### src/rtl/mips_pkg.sv
// Shared definitions for the 16-bit MIPS pipeline front end (fetch and decode).
package mips_pkg;

  localparam int INSTR_W = 16;
  localparam logic [INSTR_W-1:0] NOP_INSTR = 16'h0000;
  localparam int OPC_MSB = 15;
  localparam int OPC_LSB = 12;

  typedef logic [OPC_MSB-OPC_LSB:0] opcode_t;

  function automatic opcode_t opcode(input logic [INSTR_W-1:0] instr);
    return instr[OPC_MSB:OPC_LSB];
  endfunction

endpackage

### src/rtl/if_hold_buf.sv
// One-entry capture of a fetched word and its address while decode is stalled.
module if_hold_buf
  import mips_pkg::*;
#(
  parameter int ADDR_W = 16
) (
  input  logic               clk,
  input  logic               rst_n,
  input  logic               i_load,
  input  logic               i_clear,
  input  logic [INSTR_W-1:0] i_instr,
  input  logic [ADDR_W-1:0]  i_pc,
  output logic               o_valid,
  output logic [INSTR_W-1:0] o_instr,
  output logic [ADDR_W-1:0]  o_pc
);

  logic               r_valid;
  logic [INSTR_W-1:0] r_instr;
  logic [ADDR_W-1:0]  r_pc;

  // Clear wins; the stage never requests both in the same cycle.
  always_ff @(posedge clk or negedge rst_n) begin
    if (!rst_n) begin
      r_valid <= 1'b0;
      r_instr <= '0;
      r_pc    <= '0;
    end else if (i_clear) begin
      r_valid <= 1'b0;
    end else if (i_load) begin
      r_valid <= 1'b1;
      r_instr <= i_instr;
      r_pc    <= i_pc;
    end
  end

  assign o_valid = r_valid;
  assign o_instr = r_instr;
  assign o_pc    = r_pc;

endmodule

### src/rtl/if_stage.sv
// Instruction fetch: owns the PC, drives a 1-cycle-latency imem, and fills IF/ID
// with stall support and one-bubble redirect.
module if_stage
  import mips_pkg::*;
#(
  parameter int                 ADDR_W    = 16,
  parameter logic [ADDR_W-1:0]  RESET_PC  = '0,
  parameter logic [INSTR_W-1:0] NOP_INSTR = mips_pkg::NOP_INSTR
) (
  input  logic               clk,
  input  logic               rst_n,
  output logic               imem_en,
  output logic [ADDR_W-1:0]  imem_addr,
  input  logic [INSTR_W-1:0] imem_rdata,
  input  logic               stall,
  input  logic               redirect,
  input  logic [ADDR_W-1:0]  redirect_pc,
  output logic [INSTR_W-1:0] if_id_instr,
  output logic [ADDR_W-1:0]  if_id_pc1,
  output logic               if_id_valid
);

  logic [ADDR_W-1:0]  r_pc;
  logic               r_req_valid;
  logic [ADDR_W-1:0]  r_req_pc;
  logic               r_ifid_valid;
  logic [INSTR_W-1:0] r_ifid_instr;
  logic [ADDR_W-1:0]  r_ifid_pc1;

  logic               w_issue;
  logic [ADDR_W-1:0]  w_addr;
  logic               w_hold_valid;
  logic [INSTR_W-1:0] w_hold_instr;
  logic [ADDR_W-1:0]  w_hold_pc;

  assign w_issue   = redirect | ~stall;
  assign w_addr    = redirect ? redirect_pc : r_pc;
  assign imem_en   = w_issue;
  assign imem_addr = w_addr;

  always_ff @(posedge clk or negedge rst_n) begin
    if (!rst_n) begin
      r_pc        <= RESET_PC;
      r_req_valid <= 1'b0;
      r_req_pc    <= '0;
    end else if (w_issue) begin
      r_pc        <= w_addr + ADDR_W'(1);
      r_req_valid <= 1'b1;
      r_req_pc    <= w_addr;
    end else begin
      r_req_valid <= 1'b0;
    end
  end

  // The word returning during a stall is parked so it is not lost.
  if_hold_buf #(.ADDR_W(ADDR_W)) u_hold (
    .clk     (clk),
    .rst_n   (rst_n),
    .i_load  (~redirect & stall & r_req_valid),
    .i_clear (w_issue),
    .i_instr (imem_rdata),
    .i_pc    (r_req_pc),
    .o_valid (w_hold_valid),
    .o_instr (w_hold_instr),
    .o_pc    (w_hold_pc)
  );

  always_ff @(posedge clk or negedge rst_n) begin
    if (!rst_n) begin
      r_ifid_valid <= 1'b0;
      r_ifid_instr <= NOP_INSTR;
      r_ifid_pc1   <= '0;
    end else if (redirect) begin
      r_ifid_valid <= 1'b0;
      r_ifid_instr <= NOP_INSTR;
      r_ifid_pc1   <= '0;
    end else if (!stall) begin
      if (w_hold_valid) begin
        r_ifid_valid <= 1'b1;
        r_ifid_instr <= w_hold_instr;
        r_ifid_pc1   <= w_hold_pc + ADDR_W'(1);
      end else if (r_req_valid) begin
        r_ifid_valid <= 1'b1;
        r_ifid_instr <= imem_rdata;
        r_ifid_pc1   <= r_req_pc + ADDR_W'(1);
      end else begin
        r_ifid_valid <= 1'b0;
        r_ifid_instr <= NOP_INSTR;
        r_ifid_pc1   <= '0;
      end
    end
  end

  assign if_id_valid = r_ifid_valid;
  assign if_id_instr = r_ifid_instr;
  assign if_id_pc1   = r_ifid_pc1;

endmodule

### config.mk
export PLATFORM = sky130hd
export DESIGN_NAME = if_stage
export DESIGN_NICKNAME = d
export VERILOG_FILES = /design/src/rtl/mips_pkg.sv /design/src/rtl/if_hold_buf.sv /design/src/rtl/if_stage.sv
export SDC_FILE = /design/constraint.sdc
export NUM_CORES = 1
export LEC_CHECK = 0
export ABC_CLOCK_PERIOD_IN_PS = 3300
export CAP_MARGIN = 40
export CORE_UTILIZATION = 30
export DETAILED_ROUTE_END_ITERATION = 12
export PLACE_DENSITY = 0.56
export SLEW_MARGIN = 15
export SYNTH_ARGS = -nofsm -noshare
export SYNTH_HDL_FRONTEND = slang
export SYNTH_HIERARCHICAL = 1
export SYNTH_SLANG_ARGS = --single-unit
### constraint.sdc
create_clock -name clk -period 3.3 [get_ports clk]
set_input_delay 0.99 -clock clk [delete_from_list [all_inputs] [get_ports clk]]
set_output_delay 0.99 -clock clk [all_outputs]
set_load 0.01 [all_outputs]
== Word-level counts from Yosys, hierarchy flattened ==
Index checks and enable logic that the tools add are counted.
Widths: inputs -> output; s select.

* $add $sub $neg: 3
* Multiply operators: 0
* Div/mod/pow operators: 0
* Order comparisons: 0
* Equal/unequal tests: 1
* Shifts and indexed selects: 0
* Multiplexer cells: 16
* Bitwise gates (word level): 6
* Reductions and logical operators: 2

{| class="wikitable"
|+ Operators with widths
! cell !! number
|-
| $mux 16 || 9
|-
| $add 16x1->16 const B || 3
|-
| $mux 1 || 7
|-
| $not 1->1 || 3
|-
| $and 1x1->1 || 2
|-
| $ne 2x1->1 const B || 1
|-
| $reduce_and 2->1 || 1
|-
| $reduce_bool 2->1 || 1
|-
| $or 1x1->1 || 1
|}

* Register bits: 99
* Latch bits: 0
* Bits in writable memories: 0
* Bits in read-only memories: 0
* Bits of input ports: 36
* Output and inout bits: 50
* Memories kept: 0

== Longest topological paths before layout ==
Gate-level depths: netlist (run 1).

* Word-level depth: 5
* Mapped depth: 10
* Mapped depth without buffers: 7

== Cells and area by module ==
Netlist (run 1), hierarchy kept.

{| class="wikitable"
|+ By module, submodules not included
! module !! instances !! cells each !! area an instance (µm²)
|-
| if_stage || 1 || 430 || 3,774.9
|-
| if_hold_buf || 1 || 72 || 1,391.3
|}

== Least setup slack after synthesis (run 1) ==
OpenSTA, ideal clock, no wires.

* Path kind: input to register
* From: input port redirect
* To: register r_pc[14]
* Library setup time: 125 ps
* Arrival: 2,975 ps
* Path slack: 201 ps
* Stages on the path: 10
* Buffers on the path: 3
* Path through: buf_4 buf_4 buf_2 mux2_2 ha_1 inv_1 a211oi_1 nand3_1 xnor2_1 mux2_2

* Longest elaborated chain between the ends: 2

{| class="wikitable"
|+ RTL lines
! element !! RTL line !! RTL
|-
| start: declaration || if_stage.sv:16 || <nowiki>input logic redirect,</nowiki>
|-
| $mux 16 || if_stage.sv:37 || <nowiki>assign w_addr = redirect ? redirect_pc : r_pc;</nowiki>
|-
| net imem_addr[0] || if_stage.sv:13 || <nowiki>output logic [ADDR_W-1:0] imem_addr,</nowiki>
|-
| $add 16x1->16 || if_stage.sv:47 || <nowiki>r_pc <= w_addr + ADDR_W'(1);</nowiki>
|-
| end signal: assignment || if_stage.sv:47 ||
|-
| end: declaration || if_stage.sv:23 || <nowiki>logic [ADDR_W-1:0] r_pc;</nowiki>
|}

The timed path passes the listed nets, and every way through them passes these cells.
A chain may end at the register's enable or synchronous reset.

== Worst setup path in the final report (run 1) ==
* From: input port redirect_pc[4]
* To: output port imem_addr[4]

* Longest elaborated chain between the ends: 1

{| class="wikitable"
|+ RTL lines
! element !! RTL line !! RTL
|-
| start: declaration || if_stage.sv:17 || <nowiki>input logic [ADDR_W-1:0] redirect_pc,</nowiki>
|-
| $mux 16 || if_stage.sv:37 ||
|-
| end: declaration || if_stage.sv:13 ||
|}

Every way passes these cells.

==> reports/metrics.yaml, run 1 <==
global_route:
  use_met1_pct: 20.34
  antenna_found_initial: 0
  use_met2_pct: 24.37
  grt_pass1_vias: 4168
  grt_util_met3_pct: 2.892
  grt_overflow: 0
  grt_first_pass_wirelength_mm: 21.31
  grt_busiest_layer: "met2"
  grt_use_total_pct: 15.21
  grt_max_degree: 55
finish:
  fin_cells: 817
  antenna_cells: 0
  postLayoutCellArea_mm2: 0.006601
  mostFrequentLayoutCell: "dfrtp_1"
  layout.nets: 631
  mostFrequentLayoutCells: "99 x dfrtp_1, 82 x clkdlybuf4s50_1, 78 x nor2_1"
  drive_gt1_share_pct: 15.08
  post-route-util_pct: 39.53
  synthToLayoutAreaGrowth_pct: 27.78
sta:
  slew_violations: 0
  setup_ws_ns: 0.07359
  fin_setup_tns_ns: 0
  fin_crit_ns: 3.226
  finClkSkew_ns: 0.007847
  worstMarginPinSlew_ns: 0.7072
  max_freq_ghz: 0.3099
  hold_violations: 0
  holdWs_ns: 0.4911
  fin_crit_sh_pct: 97.77
  rsz0062_at_grt: "no"
  finalSetupViolCount: 0
  relSlewSlack_pct: 52.85
synthesis:
  synth_flop_cell: "dfrtp_1"
  synth-seq-area-share_pct: 47.95
  avgSynthCellArea_um2: 10.29
  syn_inst: 502
  ys_ff_latch: 99
  syn_area_mm2: 0.005166
  synthArstFlopShare_pct: 100.0
  ys_types: 42
  yosys.area.top_type: "dfrtp_1"
  synth_top_area_share_pct: 47.95
  syn_nets: 541
  synth_edf_count: 0
  yosysWarnings: 6
  synthTopCellsByArea: "dfrtp_1 48%, mux2_4 8.7%, nor2_1 5.7%"
floorplanning:
  die_h_um: 133.2
  die_w_um: 133.2
  dieArea_mm2: 0.01775
  initial_core_util_pct: 30.93
  pin_count: 86
  row_count: 47
  core_mm2: 0.01670
critical_path:
  path_max_fanout: 2
  crit_arrival_ns: 2.24
  required_ns: 2.31
  rr_startpoint: "r_req_pc[1]"
  worstSetupPathType: "in -> out"
  ff2ff_setup_slack_ns: 1.07
  startpoint_type: "input pin"
  crit_path_end: "imem_addr[4]"
  reg2reg_to: "if_id_pc1[10]"
  worstSetupStartpoint: "redirect_pc[4]"
  crit_path_end_kind: "output port"
  rr_worst_depth: 6
power_and_ir_drop:
  power_density_mw_per_mm2: 546.9
  leakage_nw: 2.777
  vdd_drop_max_uv: 314.9
  finalPower_mw: 3.610
drt:
  dr.pass1.iters: 4
  drtIter0Drc: 173
  drc: 0
  wirelength_mm: 12.82
  via_per_inst: 4.845
  antenna_left: 0
  wl_per_cell_um: 15.69
  vias: 3958
clock_network:
  clkSinkCount: 99
  hold_buffers: 0
  cts_made_buffers: 9
  cts_tree: "built"
  cts_resized: 0
  clockRootBuffer: "clkbuf_16"
  ctsLongestPathBuffers: 2
  clkTransAtPathRegs_ns: 0.07
  clk_latency_ns: 0.36
  postCtsSetupBuffers: 0
  cts.htree.levels: 3
job:
  max-cap-violations: 0
placed_design:
  pre_cts_slack_ns: 0.08222
  port-buffer-count: 85
  dpl_cell_area_mm2: 0.006297
  globalplace.congestion: 0.8686
  placedCellCount: 801
  post-dp-hpwl_mm: 8.959
min_path:
  hold_class: "reg -> reg"
outcome:
  status: "finished clean"
==> layout make-up <==
class | instances | area [um^2]
Clock buffer | 11 | 242.7
Inverter | 15 | 56.30
Multi-Input combinational cell | 358 | 2445
Fill cell | 1647 | 10100
Tap cell | 220 | 275.3
Sequential cell | 99 | 2477
Timing Repair Buffer | 109 | 1044
Clock inverter | 5 | 61.31
==> layer usage <==
metal / vias up / routed length (um)
met2: 83 / 5835
met5: - / 0
met4: 0 / 247
met3: 14 / 425
met1: 1932 / 6309
li1: 1929 / -
==> worst min path at each step <==
stage	startpoint	to	slack (ns)	cells after the start
after floorplan	r_pc[15]	r_pc[15]	0.45	2
after global placement	r_pc[15]	r_pc[15]	0.46	2
after detailed placement	r_pc[15]	r_pc[15]	0.47	2
after CTS	r_pc[15]	r_pc[15]	0.49	2
after global routing	u_hold/o_instr[13]	u_hold/o_instr[13]	0.52	1
final	r_pc[15]	r_pc[15]	0.49	2
==> flip-flops by register name, indices dropped and copies added, names as in the netlist <==
register / count
r_pc: 16
u_hold/o_pc: 16
if_id_valid: 1
u_hold/o_valid: 1
if_id_pc1: 16
u_hold/o_instr: 16
r_req_pc: 16
if_id_instr: 16
r_req_valid: 1
==> logic make-up after synthesis <==
kind of cell	after synthesis	synth area share [%]
AO/OA/AOI/OAI	88	10.78
XOR/XNOR	39	6.612
adder cells (fa/ha/maj)	3	0.7266
buffers and inverters	45	4.771
flip-flops	99	47.95
multiplexers	51	13.01
AND/OR/NAND/NOR	177	16.15
==> report_power, final <==
group,switching (mW),total (mW),internal [mW]
clock network,0.485,1.10,0.612
registers,0.226,1.65,1.42
logic,0.367,0.865,0.498
total,1.08,3.61,2.53
==> critical path: stages <==
cell             delay, ns
clkdlybuf4s50_1       0.49
mux2i_1               0.10
inv_1                 0.11
clkdlybuf4s50_1       0.55
==> cell usage after synthesis (3+ instances only) <==
library cell	n
nor3_1	16
a21oi_1	42
nand2_1	33
nand3_1	13
mux2_4	30
nand4_1	10
a22oi_1	22
buf_12	3
clkbuf_1	17
mux2i_1	12
dfrtp_1	99
and4_1	5
nor2_1	78
a221oi_1	6
xor2_1	11
nor2b_1	8
buf_4	5
xnor2_1	28
mux2_2	9
o21ai_0	9
ha_1	3
inv_1	15
(Power assumes the default switching activity.)
==> inputs of run 2 (changes only) <==
GPL_TIMING_DRIVEN = 0   (was default)
==> run 2 against run 1 <==
Total power grew 2.5%. Global-route usage increased by 1.4 points. Register-to-register slack improved by 0.02 ns. Design area increased by 5.6%. Non-clock buffer count rose by 27. Critical endpoint is now imem_addr[9]. Highest routed layer unchanged. Sequential cell count did not move. Via count up 5.0%.
==> reports/metrics.yaml, run 2 (synthesis gave the netlist of run 1 again) <==
finish:
  n_fill_cell: 1649
  drive_gt1_share_pct: 18.11
  postLayoutCellArea_mm2: 0.006970
  synthToLayoutAreaGrowth_pct: 34.92
  layout.nets: 658
  mostFrequentLayoutCell: "dfrtp_1"
  multiInputGateArea_mm2: 0.002599
  register_area_mm2: 0.002477
  mostFrequentLayoutCells: "99 x dfrtp_1, 78 x nor2_1, 68 x clkdlybuf4s50_1"
  antenna_cells: 0
  fin_cells: 844
sta:
  setup_ws_ns: 0.06296
  worstMarginPinSlew_ns: 0.7437
  max_freq_ghz: 0.3089
  slew_violations: 0
  finClkSkew_ns: 0.01330
  relSlewSlack_pct: 50.12
  hold_violations: 0
  finalSetupViolCount: 0
  fin_crit_sh_pct: 98.09
  rsz0062_at_grt: "no"
  fin_crit_ns: 3.237
drt:
  wl_per_cell_um: 16.33
  via_per_inst: 4.924
  antenna_left: 0
  dr.pass1.iters: 4
  drc: 0
  drtIter0Drc: 225
  vias: 4156
  wirelength_mm: 13.78
critical_path:
  path_cells: "clkdlybuf4s50_1, mux2i_4, inv_1, clkdlybuf4s50_1"
  crit_arrival_ns: 2.25
  rr_startpoint: "r_req_pc[0]"
  startpoint_type: "input pin"
  rr_worst_depth: 6
  critPathSlowestCell: "clkdlybuf4s50_1"
  crit_path_end_kind: "output port"
  required_ns: 2.31
  path_max_fanout: 3
  crit_family: "buffers and inverters"
  ff2ff_setup_slack_ns: 1.09
  reg2reg_to: "if_id_pc1[10]"
  worstSetupPathType: "in -> out"
  cp.buffers_inverters: 3
  crit_top_cell: "clkdlybuf4s50_1"
  cpPeakStageDelay_ns: 0.54
global_route:
  grt_pass1_vias: 4349
  grt_max_degree: 52
  antenna_found_initial: 0
  grt_use_total_pct: 16.58
  grt_first_pass_wirelength_mm: 23.10
  grt_overflow: 0
placed_design:
  placedCellCount: 807
  pre_cts_slack_ns: -1.351
  post-dp-hpwl_mm: 9.972
  port-buffer-count: 84
  globalplace.congestion: 0.8709
  dpl_cell_area_mm2: 0.006311
clock_network:
  cts_made_buffers: 9
  ctsLongestPathBuffers: 2
  cts_tree: "built"
  hold_buffers: 0
  clockRootBuffer: "clkbuf_16"
  clkSinkCount: 99
  clk_latency_ns: 0.36
  clkTransAtPathRegs_ns: 0.08
  cts.htree.levels: 3
power_and_ir_drop:
  p_seq_share_pct: 44.5
  power_density_mw_per_mm2: 531.0
  power_frac_clock_pct: 30.1
  leakage_nw: 2.898
  vdd_drop_max_uv: 222.5
  pwr-share-comb_pct: 25.4
  power.switching_mw: 1.147
  p_sw_share_pct: 31.00
  p_int_mw: 2.554
floorplanning:
  row_count: 47
  die_w_um: 133.2
  pin_count: 86
  core_mm2: 0.01670
  dieArea_mm2: 0.01775
  die_h_um: 133.2
  initial_core_util_pct: 30.93
min_path:
  hold_depth: 2
  hold_path_end: "r_pc[15]"
  hold_path.startpoint: "r_pc[15]"
  hold_class: "reg -> reg"
job:
  max-cap-violations: 0
outcome:
  status: "finished clean"
==> run 2: cell types whose count changed in the layout (fill, tap and decap cells not counted), moves of 3 or more <==
| cell | previous run | this run |
|---|---|---|
| clkbuf_1 | 1 | 17 |
| clkdlybuf4s50_1 | 82 | 68 |
| mux2i_1 | 12 | 1 |
| mux2i_4 | 0 | 11 |
| dlygate4sd2_1 | 0 | 9 |
| clkdlybuf4s15_1 | 0 | 5 |
| buf_6 | 0 | 4 |
| buf_12 | 2 | 5 |
| mux2_2 | 9 | 6 |
| mux2_4 | 30 | 33 |
==> run 2: power groups by stage <==
| stage | logic (mW) | clock network (mW) | registers, mW |
|---|---|---|---|
| finish | 0.939 | 1.12 | 1.65 |
| global route | 1.03 | 1.18 | 1.68 |
| CTS | 0.935 | 1.14 | 1.64 |
| detailed placement | 0.870 | 0 | 1.65 |
| global placement | 0.849 | 0 | 1.64 |
| floorplan | 0.559 | 0 | 1.60 |
==> run 2: metal layers <==
metal	wire (um)	vias up	global-route usage, %
li1	-	1989	-
met1	6434	2052	21.99
met2	6581	93	26.91
met3	467	22	2.473
met4	300	0	7.197
met5	0	-	0
==> run 2: final cells by class <==
cell class                 count  share of cell area, %
buffer                        30                  3.428
clock buffer                   9                  3.231
sequential                    99                  35.54
tap                          220                  3.949
multi-input combinational    358                  37.28
inverter                      15                 0.8078
clock inverter                 7                  1.257
timing repair buffer         106                  14.50
==> run 2: worst register-to-register path, delay by kind of cell (launching register included) <==
family | cells | cell delay [ns]
simple gates | 3 | 0.89
xor+xnor | 1 | 0.15
compound gates | 1 | 0.32
flops | 1 | 0.47
fa+ha+maj | 1 | 0.25
==> run 2: through the flow <==
stage	hold slack [ns]	setup TNS, ns	power, mW	utilization (%)
finish	0.4865	0	3.701	41.74
global route	0.5202	0	3.887	41.74
global placement	0.4662	-283.99	2.489	37.62
detailed placement	0.4705	-32.50	2.520	37.79
CTS	0.4874	0	3.720	41.62
floorplan	0.4460	0	2.162	-
==> run 2: timing repair <==
item / CTS / global route
gates resized for setup: 63 / 2
cloned: 0 / 0
endpoints found under the hold margin: 0 / 0
buffers inserted: 18 / 3
endpoints found under the setup margin: 54 / 14
==> run 2: worst max path at each step <==
| stage | from | to | slack [ns] | cells past startpoint |
|---|---|---|---|---|
| 4_1_cts | redirect | imem_addr[6] | 0.009 | 6 |
| 5_1_grt | redirect_pc[10] | imem_addr[10] | 0.02 | 4 |
| 6_report | redirect_pc[9] | imem_addr[9] | 0.06 | 4 |
| 3_5_place_dp | redirect | imem_en | -1.35 | 8 |
| 3_3_place_gp | rst_n | r_pc[9] | -2.57 | 1 |
| 2_1_floorplan | redirect | r_pc[14] | 0.20 | 10 |
==> inputs of run 3 (changes only) <==
GPL_TIMING_DRIVEN = default   (was 0)
==> results of run 3 <==
Final layout, timing and power as in run 1 (identical DEF).
